### src/rtl/up2_io_pkg.sv
// Shared definitions for the up2 switch/LED peripheral: register map and
// debounce counter sizing.
package up2_io_pkg;

  localparam logic [1:0] ADDR_SW_IN   = 2'd0;
  localparam logic [1:0] ADDR_LED_OUT = 2'd1;
  localparam logic [1:0] ADDR_IRQ_EN  = 2'd2;
  localparam logic [1:0] ADDR_IRQ_PEND = 2'd3;

  // Counter only has to reach cycles-1, so clog2(cycles) bits suffice.
  function automatic int unsigned cnt_width(int unsigned cycles);
    return (cycles > 1) ? $clog2(cycles) : 1;
  endfunction

endpackage

### src/rtl/up2_io_if.sv
// Core-side register bus of the up2 switch/LED peripheral, including the
// level interrupt back to the core.
interface up2_io_if #(
  parameter int unsigned DATA_W = 8
);

  logic              sel;
  logic              wr;
  logic [1:0]        addr;
  logic [DATA_W-1:0] wdata;
  logic [DATA_W-1:0] rdata;
  logic              irq;

  modport master (
    output sel, wr, addr, wdata,
    input  rdata, irq
  );

  modport slave (
    input  sel, wr, addr, wdata,
    output rdata, irq
  );

endinterface

### src/rtl/up2_io_debounce.sv
// One switch input: 2-flop synchroniser followed by a debouncer when
// UP2_IO_DEBOUNCE_EN is defined, otherwise the synchroniser output is the stable bit.
module up2_io_debounce
  import up2_io_pkg::*;
#(
  parameter int unsigned DB_CYCLES = 1000
) (
  input  logic clk,
  input  logic rst,
  input  logic sw_i,
  output logic stable_o
);

  logic sync1_q, sync2_q;

  always_ff @(posedge clk) begin
    if (rst) begin
      sync1_q <= 1'b0;
      sync2_q <= 1'b0;
    end else begin
      sync1_q <= sw_i;
      sync2_q <= sync1_q;
    end
  end

`ifdef UP2_IO_DEBOUNCE_EN
  localparam int unsigned CntW = cnt_width(DB_CYCLES);
  localparam logic [CntW-1:0] CntMax = CntW'(DB_CYCLES - 1);

  logic [CntW-1:0] cnt_q, cnt_d;
  logic            stable_q, stable_d;

  always_comb begin
    cnt_d    = cnt_q;
    stable_d = stable_q;
    if (sync2_q == stable_q) begin
      cnt_d = '0;
    end else if (cnt_q == CntMax) begin
      stable_d = sync2_q;
      cnt_d    = '0;
    end else begin
      cnt_d = cnt_q + 1'b1;
    end
  end

  always_ff @(posedge clk) begin
    if (rst) begin
      cnt_q    <= '0;
      stable_q <= 1'b0;
    end else begin
      cnt_q    <= cnt_d;
      stable_q <= stable_d;
    end
  end

  assign stable_o = stable_q;
`else
  // Debounce length is irrelevant without the debouncer.
  logic unused_db_cycles;
  assign unused_db_cycles = ^DB_CYCLES;
  assign stable_o = sync2_q;
`endif

endmodule

### src/rtl/up2_io.sv
// up2 switch/LED peripheral: register file, change-interrupt logic and read mux.
// Debouncing of the switch inputs is compiled in with UP2_IO_DEBOUNCE_EN.
module up2_io
  import up2_io_pkg::*;
#(
  parameter int unsigned NUM_SW    = 3,
  parameter int unsigned NUM_LED   = 5,
  parameter int unsigned DATA_W    = 8,
  parameter int unsigned DB_CYCLES = 1000
) (
  input  logic               clk,
  input  logic               rst,
  input  logic [NUM_SW-1:0]  sw,
  output logic [NUM_LED-1:0] led,
  up2_io_if.slave            bus
);

  logic [NUM_SW-1:0] stable;

  for (genvar i = 0; i < NUM_SW; i++) begin : g_sw
    up2_io_debounce #(
      .DB_CYCLES(DB_CYCLES)
    ) u_debounce (
      .clk     (clk),
      .rst     (rst),
      .sw_i    (sw[i]),
      .stable_o(stable[i])
    );
  end

  logic [NUM_SW-1:0]  stable_prev_q, stable_prev_d;
  logic [NUM_LED-1:0] led_q, led_d;
  logic [NUM_SW-1:0]  irq_en_q, irq_en_d;
  logic [NUM_SW-1:0]  irq_pend_q, irq_pend_d;
  logic [DATA_W-1:0]  rdata_q, rdata_d;
  logic               irq_q, irq_d;

  logic [NUM_SW-1:0]  pend_set, pend_clr;
  logic               wr_en, rd_en;

  always_comb begin
    stable_prev_d = stable;
    led_d         = led_q;
    irq_en_d      = irq_en_q;
    pend_clr      = '0;
    rdata_d       = rdata_q;
    wr_en         = bus.sel & bus.wr;
    rd_en         = bus.sel & ~bus.wr;
    pend_set      = (stable ^ stable_prev_q) & irq_en_q;

    if (wr_en) begin
      case (bus.addr)
        ADDR_LED_OUT:  led_d    = bus.wdata[NUM_LED-1:0];
        ADDR_IRQ_EN:   irq_en_d = bus.wdata[NUM_SW-1:0];
        ADDR_IRQ_PEND: pend_clr = bus.wdata[NUM_SW-1:0];
        default: ;
      endcase
    end

    // Set is applied after clear so a coincident change is never lost.
    irq_pend_d = (irq_pend_q & ~pend_clr) | pend_set;

    // Reads see pre-update register values.
    if (rd_en) begin
      case (bus.addr)
        ADDR_SW_IN:    rdata_d = DATA_W'(stable);
        ADDR_LED_OUT:  rdata_d = DATA_W'(led_q);
        ADDR_IRQ_EN:   rdata_d = DATA_W'(irq_en_q);
        ADDR_IRQ_PEND: rdata_d = DATA_W'(irq_pend_q);
        default:       rdata_d = '0;
      endcase
    end

    irq_d = |(irq_pend_q & irq_en_q);
  end

  always_ff @(posedge clk) begin
    if (rst) begin
      stable_prev_q <= '0;
      led_q         <= '0;
      irq_en_q      <= '0;
      irq_pend_q    <= '0;
      rdata_q       <= '0;
      irq_q         <= 1'b0;
    end else begin
      stable_prev_q <= stable_prev_d;
      led_q         <= led_d;
      irq_en_q      <= irq_en_d;
      irq_pend_q    <= irq_pend_d;
      rdata_q       <= rdata_d;
      irq_q         <= irq_d;
    end
  end

  assign led       = led_q;
  assign bus.rdata = rdata_q;
  assign bus.irq   = irq_q;

endmodule

### src/flat_wrapper.sv
// flat-port wrapper written by rule: the top's interface ports become plain ports
module up2_io_flat import up2_io_pkg::*;
#(
  parameter int unsigned NUM_SW    = 3,
  parameter int unsigned NUM_LED   = 5,
  parameter int unsigned DATA_W    = 8,
  parameter int unsigned DB_CYCLES = 1000
)
  (clk, rst, sw, led, bus_sel, bus_wr, bus_addr, bus_wdata, bus_rdata, bus_irq);
  up2_io_if #(.DATA_W(DATA_W)) bus_i ();
  input  logic clk;
  input  logic rst;
  input  logic [NUM_SW-1:0] sw;
  output logic [NUM_LED-1:0] led;
  input wire logic [$bits(bus_i.sel)-1:0] bus_sel;
  input wire logic [$bits(bus_i.wr)-1:0] bus_wr;
  input wire logic [$bits(bus_i.addr)-1:0] bus_addr;
  input wire logic [$bits(bus_i.wdata)-1:0] bus_wdata;
  output wire logic [$bits(bus_i.rdata)-1:0] bus_rdata;
  output wire logic [$bits(bus_i.irq)-1:0] bus_irq;
  assign bus_i.sel = bus_sel;
  assign bus_i.wr = bus_wr;
  assign bus_i.addr = bus_addr;
  assign bus_i.wdata = bus_wdata;
  assign bus_rdata = bus_i.rdata;
  assign bus_irq = bus_i.irq;
  up2_io #(.NUM_SW(NUM_SW), .NUM_LED(NUM_LED), .DATA_W(DATA_W), .DB_CYCLES(DB_CYCLES)) u_core (.clk(clk), .rst(rst), .sw(sw), .led(led), .bus(bus_i));
endmodule
### config.mk
export PLATFORM = sky130hd
export DESIGN_NAME = up2_io_flat
export DESIGN_NICKNAME = d
export VERILOG_FILES = /design/src/rtl/up2_io_pkg.sv /design/src/rtl/up2_io_if.sv /design/src/rtl/up2_io_debounce.sv /design/src/rtl/up2_io.sv /design/src/flat_wrapper.sv
export SDC_FILE = /design/constraint.sdc
export NUM_CORES = 1
export LEC_CHECK = 0
export CAP_MARGIN = 30
export CORE_UTILIZATION = 26
export DETAILED_ROUTE_END_ITERATION = 6
export MAX_ROUTING_LAYER = met4
export PLACE_DENSITY = 0.47
export RECOVER_POWER = 50
export SYNTH_ARGS = -nofsm -noshare
export SYNTH_HDL_FRONTEND = slang
export SYNTH_SLANG_ARGS = --single-unit
### constraint.sdc
create_clock -name clk -period 3.1 [get_ports clk]
set_input_delay 0.62 -clock clk [delete_from_list [all_inputs] [get_ports clk]]
set_output_delay 0.62 -clock clk [all_outputs]
set_load 0.01 [all_outputs]
Word level (Yosys, flattened, before mapping)
Index checks and enable logic that the tools add are counted.
Widths: inputs -> output; s select.
{"block": "classes", "n_eq_ne": 3, "mux": 3, "bitwise_logic": 9, "reduce_logical": 4}
{"op": "$pmux 8 s4", "count": 1}
{"op": "$and 3x3->3", "count": 3}
{"op": "$mux 3", "count": 2}
{"op": "$eq 2x2->1 const B", "count": 2}
{"op": "$reduce_and 2->1", "count": 2}
{"op": "$not 3->3", "count": 1}
{"op": "$or 3x3->3", "count": 1}
{"op": "$reduce_or 3->1", "count": 1}
{"op": "$xor 3x3->3", "count": 1}
{"op": "$and 1x1->1", "count": 2}
{"op": "$eq 2x1->1 const B", "count": 1}
{"op": "$logic_not 2->1", "count": 1}
{"op": "$not 1->1", "count": 1}
{"block": "word_totals", "register_bits": 29, "elab_cells": 31}

Depth between registers and ports, before layout
Gate-level depths: netlist of run 1.
{"block": "logic_depth", "word_depth": 6, "mapped_depth": 4}

Cells and area by module
From an unflattened synthesis of run 1, not the netlist that was laid out.
{"block": "unflattened", "hier_cells": 99, "area_unflattened_um2": 1007.2}
{"mod": "up2_io", "n_inst": 1, "cells_per_inst": 87, "area_per_inst_um2": 849.6, "seq_area_each_um2": 400.4}
{"mod": "up2_io_debounce", "n_inst": 3, "cells_per_inst": 4, "area_per_inst_um2": 52.6, "seq_area_each_um2": 40.0}

Least setup slack after synthesis of run 1
Ideal clock, no wire load.
{"block": "synth_path", "path_type": "input to register", "start": "in bus_addr[1]", "end": "reg u_core.rdata_q[0], in the netlist u_core.bus.rdata[0]", "setup_ps": 132, "t_arrival_ps": 1316, "required_ps": 2968, "path_slack_ps": 1652, "stages": 4, "n_path_buf": 1, "cell_sequence": "buf_6 mux4_2 nand2_1 a21oi_1"}
{"block": "synth_via", "elab_chain_cells": 2}
{"item": "start, declared", "line_no": "flat_wrapper.sv:17", "source": "input wire logic [$bits(bus_i.addr)-1:0] bus_addr;"}
{"item": "$eq 2x2->1 (tied with other cells)", "line_no": "up2_io.sv:65", "source": "case (bus.addr)"}
{"item": "$pmux 8 s4 *", "line_no": "up2_io.sv:65"}
{"item": "end signal, assigned", "line_no": "up2_io.sv:90", "source": "rdata_q <= rdata_d;"}
{"item": "end, declared", "line_no": "up2_io.sv:35", "source": "logic [DATA_W-1:0] rdata_q, rdata_d;"}
Mark *: on every way between the ends. The rest lies on a longest branch, timed or not. The select of a mux whose other input is x is not followed.
A chain may end at the register's enable or synchronous reset.

Worst setup path in the final report of run 1
{"block": "layout_path", "start": "in bus_addr[1]", "end": "reg u_core.rdata_q[1], in the netlist u_core.bus.rdata[1]"}
The elaborated chain is that of the path after synthesis.

==> results.py, run 1 <==
metrics = {
    "status": {
        "status": "completed",
    },
    "placement": {
        "detailed_place.area_um2": 1280,
        "dpl.hpwl_mm": 1.40,
        "gp_congestion": 0.689,
        "port_buffers": 24,
    },
    "clock_tree": {
        "root_buffer": "clkbuf_8",
        "clk_latency_ns": 0.26,
        "cts_buffers": 3,
        "cts_resized": 0,
        "cts_hold_buf": 0,
        "cts_sinks": 26,
        "cts_tree": "done",
        "clockBufferDepth": 2,
        "cts_setup_buffers": 0,
        "htree_num_levels": 1,
        "clk_pin_slew_ns": 0.08,
    },
    "yosys": {
        "synthTopCellsByArea": "dfxtp_1, mux2i_1, mux4_2, nor2b_1, nand2_1",
        "synth_top_family_by_area": "simple AND/OR/NAND/NOR gates",
        "ys_ff_latch": 26,
        "synthSimpleGateAreaFrac": 0.191,
        "synth_compound_area_frac": 0.0641,
        "yosysTopAreaCell": "dfxtp_1",
        "synthXorXnorAreaFrac": 0.0259,
        "ys_seq_area_frac": 0.513,
        "synth.distinct_cells": 23,
        "netlist_area_um2": 1010,
        "synth_top_area_frac": 0.513,
        "postSynthCellCount": 100,
        "yosysWarnings": 0,
        "synthAdderAreaFrac": 0,
        "synthMuxAreaShare": 0.145,
        "synth_area_per_cell_um2": 10.1,
    },
    "setup_path": {
        "crit_type": "in2reg",
        "cpLargestDelayFamily": "buffers and inverters",
        "critPathMaxFanout": 7,
        "max_stage_delay_ns": 0.65,
        "crit_chain": "clkdlybuf4s50_1, mux4_2, nand2_1, a21oi_1",
        "worstPathArrival_ns": 1.95,
        "cp-start-kind": "input pin",
        "crit_buf_inv": 1,
        "critPathSlowestCell": "clkdlybuf4s50_1",
        "worstPathRequired_ns": 3.22,
        "critPathCaptureType": "flop",
    },
    "route": {
        "drcViolationCount": 0,
        "drt_wl_total_mm": 1.88,
        "wl_met3_um": 63,
        "drt_pass1_iterations": 4,
        "highest_layer": "met4",
        "m1WireLength_um": 940,
        "route.met2.wl_um": 831,
        "antenna_left": 0,
        "routedWlPerCell_um": 11.0,
        "drt_iter0_drc": 20,
        "avgViaCountPerCell": 4.20,
        "vias": 718,
    },
    "layout": {
        "layout.nets": 141,
        "area_delta_synth_final_pct": 31.2,
        "antennaDiodeCount": 0,
        "fin_area_um2": 1330,
        "fillers": 403,
        "mostFrequentLayoutCells": "dfxtp_1, clkdlybuf4s50_1, nand2_1, nor2b_1, nor2_1",
        "layout_commonest_cell": "dfxtp_1",
        "drive_gt1_frac": 0.0732,
    },
    "floorplanning": {
        "start_util": 0.275,
        "die_w_um": 64.5,
        "row_count": 22,
        "die_area_um2": 4160,
        "core_um2": 3690,
        "ios": 31,
        "dieHeight_um": 64.5,
    },
    "global_routing": {
        "grt_use_total": 0.103,
        "grt_max_degree": 27,
        "grt_pass1_wl_mm": 3.27,
        "first_global_vias": 747,
        "overflow": 0,
        "antenna_found_initial": 0,
    },
    "power": {
        "p_clk_frac": 0.347,
        "p_seq_frac": 0.567,
        "power.density_nw_per_um2": 458,
        "leakagePower_nw": 0.556,
        "ir_drop_uv": 186,
        "internal-power_mw": 0.484,
        "switchingPower_mw": 0.126,
        "comb_power_share": 0.086,
        "p_sw_frac": 0.206,
    },
    "sta": {
        "hold_violations": 0,
        "fin_setup_tns_ns": 0,
        "min_period_ns": 1.83,
        "relSlewSlack": 0.381,
        "worst_pin_slew_ns": 0.925,
        "fin_crit_sh": 0.592,
        "timing.fmax_ghz": 0.545,
        "finClkSkew_ns": 0.00217,
        "final_max_slew_viol_count": 0,
        "setup_violations": 0,
        "rsz0062_at_grt": "no",
    },
    "min_path": {
        "hold_path.class": "reg2reg",
    },
    "flow_run": {
        "drv_cap": 0,
    },
}
## metrics by stage
stage | setup WS (ns) | power [mW] | instances | utilization | hold slack (ns)
after global routing | 1.21 | 0.643 | 171 | 0.361 | 0.458
after detailed placement | 0.957 | 0.408 | 167 | 0.346 | 0.430
final | 1.27 | 0.610 | 171 | 0.361 | 0.442
after floorplan | 1.65 | 0.383 | 102 | - | 0.414
after global placement | 0.955 | 0.407 | 167 | 0.346 | 0.419
after CTS | 1.25 | 0.621 | 171 | 0.361 | 0.451
## power by group through the flow
stage	Sequential (mW)	Combinational, mW	Clock, mW
4_1_cts	0.346	0.0537	0.221
3_5_place_dp	0.354	0.0536	0
6_report	0.346	0.0525	0.211
5_1_grt	0.347	0.0574	0.238
3_3_place_gp	0.354	0.0530	0
2_1_floorplan	0.353	0.0298	0
## area by class of cell
class                   instances  area (um2)  share of cell area
inverters                       3        11.3             0.00846
well taps                      48        60.1              0.0451
flip-flops and latches         26         520               0.391
repair buffers                 24         240               0.180
clock buffers                   4        55.1              0.0414
multi-input cells              66         444               0.334
## per-layer routing
| metal | global-route usage | vias up |
|---|---|---|
| li1 | - | 374 |
| met1 | 0.132 | 318 |
| met2 | 0.155 | 21 |
| met3 | 0.0211 | 5 |
| met4 | 0.0500 | 0 |
| met5 | - | - |
## synthesized netlist by cell type (all sizes together)
| library cell | number |
|---|---|
| mux4 | 3 |
| nor2b | 9 |
| nand4b | 2 |
| nand2b | 1 |
| a21oi | 8 |
| clkbuf | 3 |
| nor2 | 9 |
| o21ai | 3 |
| nand3 | 2 |
| nand2 | 11 |
| and2b | 2 |
| a222oi | 1 |
| xor2 | 3 |
| inv | 3 |
| mux2i | 8 |
| conb | 1 |
| dfxtp | 26 |
| nand4 | 1 |
| buf | 4 |
## logic make-up (layout without fill, tap and decap cells)
logic type	after synthesis	after routing
xor+xnor	3	3
compound gates	12	12
mux	11	11
flops	26	26
simple gates	37	37
buf+inv	10	31
other cells	1	3
## registers in the layout, indices dropped and copies added (netlist names)
signal,cells
u_core.g_sw.u_debounce.sync1_q,3
u_core.stable_prev_q,3
u_core.bus.rdata,5
u_core.irq_en_q,3
u_core.led,5
u_core.g_sw.u_debounce.stable_o,3
u_core.irq_pend_q,3
u_core.bus.irq,1
## path summary, 6_finish.rpt
| check | from | endpoint | slack [ns] | depth (start not counted) |
|---|---|---|---|---|
| setup / recovery | bus_addr[1] | u_core.bus.rdata[1] | 1.27 | 4 |
| setup reg to reg | u_core.g_sw[2].u_debounce.stable_o | u_core.bus.rdata[2] | 2.01 | 3 |
| hold reg to reg | u_core.g_sw[0].u_debounce.sync1_q | u_core.g_sw[0].u_debounce.stable_o | 0.44 | 1 |
| hold / removal | u_core.g_sw[0].u_debounce.sync1_q | u_core.g_sw[0].u_debounce.stable_o | 0.44 | 1 |
No activity file was read; power rests on OpenSTA's default activity.
==> run 2: changes to the inputs <==
==> constraint.sdc (replaced) <==
create_clock -name clk -period 1.75 [get_ports clk]
set_input_delay 0.35 -clock clk [delete_from_list [all_inputs] [get_ports clk]]
set_output_delay 0.35 -clock clk [all_outputs]
set_load 0.01 [all_outputs]
==> run 2 against run 1 <==
Effect of this change: flip-flop and latch count stayed put; die area stayed put; clock skew up 0.0027 ns; largest cell class unchanged.
==> results.py, run 2 (same netlist as run 1, synthesis figures left out) <==
metrics = {
    "placement": {
        "gp_congestion": 0.692,
        "port_buffers": 24,
        "detailed_place.area_um2": 1280,
        "pre_cts_ws_ns": -0.0897,
        "dpl.hpwl_mm": 1.41,
    },
    "sta": {
        "fin_crit_sh": 0.922,
        "setup_ws_ns": 0.137,
        "worst_pin_slew_ns": 0.507,
        "final_max_slew_viol_count": 0,
        "finClkSkew_ns": 0.00486,
        "min_period_ns": 1.61,
        "timing.fmax_ghz": 0.620,
        "relSlewSlack": 0.662,
        "rsz0062_at_grt": "no",
        "setup_violations": 0,
        "hold_violations": 0,
    },
    "power": {
        "power.density_nw_per_um2": 891,
        "finalPower_mw": 1.20,
        "leakagePower_nw": 0.560,
        "ir_drop_uv": 366,
    },
    "layout": {
        "layout_commonest_cell": "dfxtp_1",
        "fin_area_um2": 1350,
        "area_delta_synth_final_pct": 33.3,
        "drive_gt1_frac": 0.0806,
        "seq_area_um2": 520,
        "layout.nets": 142,
        "final_util": 0.367,
        "fillers": 391,
        "mostFrequentLayoutCells": "dfxtp_1, clkdlybuf4s50_1, nand2_1, nor2b_1, nor2_1",
        "multi_input_area_um2": 444,
        "antennaDiodeCount": 0,
    },
    "global_routing": {
        "antenna_found_initial": 0,
        "overflow": 0,
        "grt_max_degree": 27,
        "first_global_vias": 748,
        "grt_pass1_wl_mm": 3.33,
        "grt_use_total": 0.107,
    },
    "min_path": {
        "hold_path.class": "reg2reg",
    },
    "route": {
        "drt_wl_total_mm": 1.95,
        "drcViolationCount": 0,
        "routedWlPerCell_um": 11.3,
        "avgViaCountPerCell": 4.20,
        "vias": 723,
        "drt_pass1_iterations": 4,
        "antenna_left": 0,
        "drt_iter0_drc": 26,
    },
    "setup_path": {
        "worstPathArrival_ns": 1.76,
        "max_stage_delay_ns": 0.71,
        "crit_chain": "dlygate4sd3_1, mux4_2, nand2_1, a21oi_1",
        "crit_type": "in2reg",
        "critPathSlowestCell": "dlygate4sd3_1",
        "cp-start-kind": "input pin",
        "critPathMaxFanout": 7,
        "worstPathRequired_ns": 1.89,
        "critPathCaptureType": "flop",
    },
    "floorplanning": {
        "start_util": 0.275,
        "core_um2": 3690,
        "die_area_um2": 4160,
        "ios": 31,
        "die_w_um": 64.5,
        "dieHeight_um": 64.5,
        "row_count": 22,
    },
    "clock_tree": {
        "cts_tree": "done",
        "cts_resized": 0,
        "htree_num_levels": 1,
        "clk_pin_slew_ns": 0.09,
        "cts_buffers": 3,
        "cts_hold_buf": 0,
        "cts_sinks": 26,
        "cts_setup_buffers": 0,
        "clk_latency_ns": 0.27,
        "clockBufferDepth": 2,
        "root_buffer": "clkbuf_8",
    },
    "status": {
        "status": "completed",
    },
    "flow_run": {
        "drv_cap": 0,
    },
}
run 2: layout make-up:
type	instances	area share
flip-flops and latches	26	0.385
multi-input cells	66	0.328
repair buffers	25	0.181
well taps	48	0.0444
clock buffers	3	0.0305
clock inverters	1	0.0222
inverters	3	0.00833
run 2: final timing paths:
path | startpoint | endpoint | slack [ns] | depth (start not counted)
worst max-delay path | bus_addr[1] | u_core.bus.rdata[0] | 0.14 | 4
worst min-delay path | u_core.g_sw[0].u_debounce.sync1_q | u_core.g_sw[0].u_debounce.stable_o | 0.44 | 1
worst max register to register | u_core.g_sw[0].u_debounce.stable_o | u_core.bus.rdata[0] | 0.67 | 3
worst min register to register | u_core.g_sw[0].u_debounce.sync1_q | u_core.g_sw[0].u_debounce.stable_o | 0.44 | 1
run 2: where the power goes:
| group | internal [mW] | leakage (nW) | total, mW | switching (mW) |
|---|---|---|---|---|
| Sequential | 0.605 | 0.211 | 0.613 | 0.00846 |
| Combinational | 0.0524 | 0.313 | 0.0934 | 0.0411 |
| Clock | 0.306 | 0.0357 | 0.498 | 0.192 |
run 2: critical path: cells and delay by family:
| family | cells | cell delay (ns) |
|---|---|---|
| AO/OA/AOI/OAI | 1 | 0.06 |
| multiplexers | 1 | 0.55 |
| AND/OR/NAND/NOR | 1 | 0.09 |
| buffers and inverters | 1 | 0.71 |
run 2: per-stage QoR:
step / TNS [ns] / hold slack [ns] / cells
after detailed placement: -0.247 / 0.428 / 168
after global routing: 0 / 0.459 / 172
after CTS: 0 / 0.451 / 172
after floorplan: 0 / 0.414 / 102
after global placement: -0.222 / 0.420 / 168
final: 0 / 0.442 / 172
run 2: metal layers:
metal,up-vias,global-route usage,part of all wire
met2,15,0.153,0.42
met1,327,0.144,0.53
met4,0,0.0500,0.023
li1,376,-,-
met5,-,-,0
met3,5,0.0211,0.027
==> run 3: changes to the inputs <==
--- a/config.mk
+++ b/config.mk
@@ -13,4 +13,5 @@
 export RECOVER_POWER = 50
 export SYNTH_ARGS = -nofsm -noshare
 export SYNTH_HDL_FRONTEND = slang
+export SYNTH_HIERARCHICAL = 1
 export SYNTH_SLANG_ARGS = --single-unit
==> run 3 against run 2 <==
Effect of this change: final cell count grew 2.3%; combinational power grew 4.0%; utilization increased by 0.54 points; critical path type is now reg2out; fmax increased by 4.5%; wire length down 1.8%; sequential share of layout area shrank 0.56 points; first-iteration DRC count increased by 54%; die area decreased by 0.71%; largest power group unchanged.
==> results.py, run 3 <==
metrics = {
    "status": {
        "status": "completed",
    },
    "route": {
        "drcViolationCount": 0,
        "drt_pass1_iterations": 4,
        "drt_iter0_drc": 40,
        "drt_wl_total_mm": 1.92,
        "avgViaCountPerCell": 4.21,
        "antenna_left": 0,
        "vias": 741,
        "routedWlPerCell_um": 10.9,
    },
    "placement": {
        "dpl.hpwl_mm": 1.39,
        "place_inst": 172,
        "port_buffers": 24,
        "gp_congestion": 0.780,
    },
    "setup_path": {
        "cp-start-kind": "flop",
        "crit_buf_inv": 1,
        "worstPathRequired_ns": 1.40,
        "crit_type": "reg2out",
        "critPathSlowestCell": "clkdlybuf4s50_1",
        "critPathMaxFanout": 3,
        "max_stage_delay_ns": 0.55,
        "worstPathArrival_ns": 1.19,
        "crit_chain": "clkdlybuf4s50_1",
        "cpLargestDelayFamily": "buffers and inverters",
        "critPathCaptureType": "output port",
    },
    "yosys": {
        "synth.most_common_cell": "dfxtp_1",
        "synthAdderAreaFrac": 0,
        "synth_top_area_frac": 0.517,
        "postSynthCellCount": 99,
        "synth_top_family_by_area": "simple AND/OR/NAND/NOR gates",
        "synthTopCellsByArea": "dfxtp_1, mux2i_1, mux4_2, nor2b_1, nand2_1",
        "ys_seq_area_frac": 0.517,
        "netlist_area_um2": 1010,
        "synth_area_per_cell_um2": 10.2,
        "ys.flop_type": "dfxtp_1",
        "synthSimpleGateAreaFrac": 0.190,
        "synthMuxAreaShare": 0.147,
        "synthXorXnorAreaFrac": 0.0261,
        "ys_ff_latch": 26,
        "yosysWarnings": 6,
        "synth_edf_count": 0,
        "synth_common_cells": "dfxtp_1, nand2_1, nor2b_1",
        "yosysTopAreaCell": "dfxtp_1",
        "synth.distinct_cells": 21,
        "async_flop_share": 0,
        "synth_compound_area_frac": 0.0646,
    },
    "power": {
        "leakagePower_nw": 0.569,
        "ir_drop_uv": 429,
        "power.density_nw_per_um2": 875,
    },
    "global_routing": {
        "antenna_found_initial": 0,
        "grt_use_total": 0.111,
        "grt_pass1_wl_mm": 3.42,
        "overflow": 0,
        "grt_max_degree": 27,
        "first_global_vias": 720,
    },
    "floorplanning": {
        "dieHeight_um": 64.2,
        "die_w_um": 64.2,
        "die_area_um2": 4130,
        "start_util": 0.273,
        "core_um2": 3690,
        "ios": 31,
        "row_count": 22,
    },
    "layout": {
        "stdcell_count": 176,
        "layout_commonest_cell": "dfxtp_1",
        "drive_gt1_frac": 0.0859,
        "mostFrequentLayoutCells": "dfxtp_1, clkdlybuf4s50_1, nand2_1, nor2b_1, nor2_1",
        "layout.nets": 146,
        "antennaDiodeCount": 0,
        "area_delta_synth_final_pct": 36.3,
    },
    "clock_tree": {
        "root_buffer": "clkbuf_8",
        "cts_buffers": 3,
        "clk_pin_slew_ns": 0.09,
        "clockBufferDepth": 2,
        "cts_setup_buffers": 0,
        "htree_num_levels": 1,
        "cts_sinks": 26,
        "cts_resized": 0,
        "cts_hold_buf": 0,
        "clk_latency_ns": 0.27,
        "cts_tree": "done",
    },
    "sta": {
        "fin_hold_ws_ns": 0.447,
        "hold_violations": 0,
        "finClkSkew_ns": 0.00251,
        "rsz0062_at_grt": "no",
        "fin_setup_tns_ns": 0,
        "min_period_ns": 1.54,
        "final_max_slew_viol_count": 0,
        "setup_violations": 0,
        "timing.fmax_ghz": 0.648,
        "fin_crit_sh": 0.882,
    },
    "flow_run": {
        "drv_cap": 0,
    },
    "min_path": {
        "hold_path.class": "reg2reg",
    },
}
## run 3: logic make-up after synthesis
logic type / count (synthesis)
simple gates: 37
flops: 26
compound gates: 12
mux: 11
buf+inv: 9
xor+xnor: 3
other cells: 1
## run 3: path summary, 6_finish.rpt
path / from / endpoint / slack [ns] / depth (start not counted)
min: u_core/g_sw[2].u_debounce/sync1_q / u_core/g_sw[2].u_debounce/stable_o / 0.45 / 1
max reg2reg: u_core/irq_en_q[0] / u_core/bus.rdata[0] / 0.68 / 3
min reg2reg: u_core/g_sw[2].u_debounce/sync1_q / u_core/g_sw[2].u_debounce/stable_o / 0.45 / 1
max: u_core/led[0] / led[0] / 0.21 / 1
## run 3: metrics by stage
stage	util	setup slack [ns]	power (mW)	area [um2]
after global placement	0.355	0.0149	0.726	1310
final	0.372	0.206	1.20	1370
after CTS	0.375	0.184	1.22	1380
after global routing	0.372	0.129	1.27	1370
after floorplan	-	0.568	0.676	1010
after detailed placement	0.355	0.0158	0.728	1310
## run 3: layout make-up
type / instances / area, um2
clock buffers: 3 / 41.3
clock inverters: 1 / 30.0
fillers: 378 / 2320
inverters: 3 / 11.3
multi-input cells: 66 / 442
flip-flops and latches: 26 / 520
well taps: 48 / 60.1
repair buffers: 29 / 268
## run 3: per-layer routing
layer | track usage | part of all wire
met5 | - | 0
met4 | 0.0500 | 0.0057
met3 | 0.0250 | 0.055
met2 | 0.170 | 0.46
met1 | 0.139 | 0.48
## run 3: report_power, final
| group | internal, mW | switching (mW) | leakage [nW] |
|---|---|---|---|
| logic | 0.0552 | 0.0420 | 0.322 |
| registers | 0.605 | 0.00783 | 0.211 |
| clock network | 0.306 | 0.186 | 0.0357 |
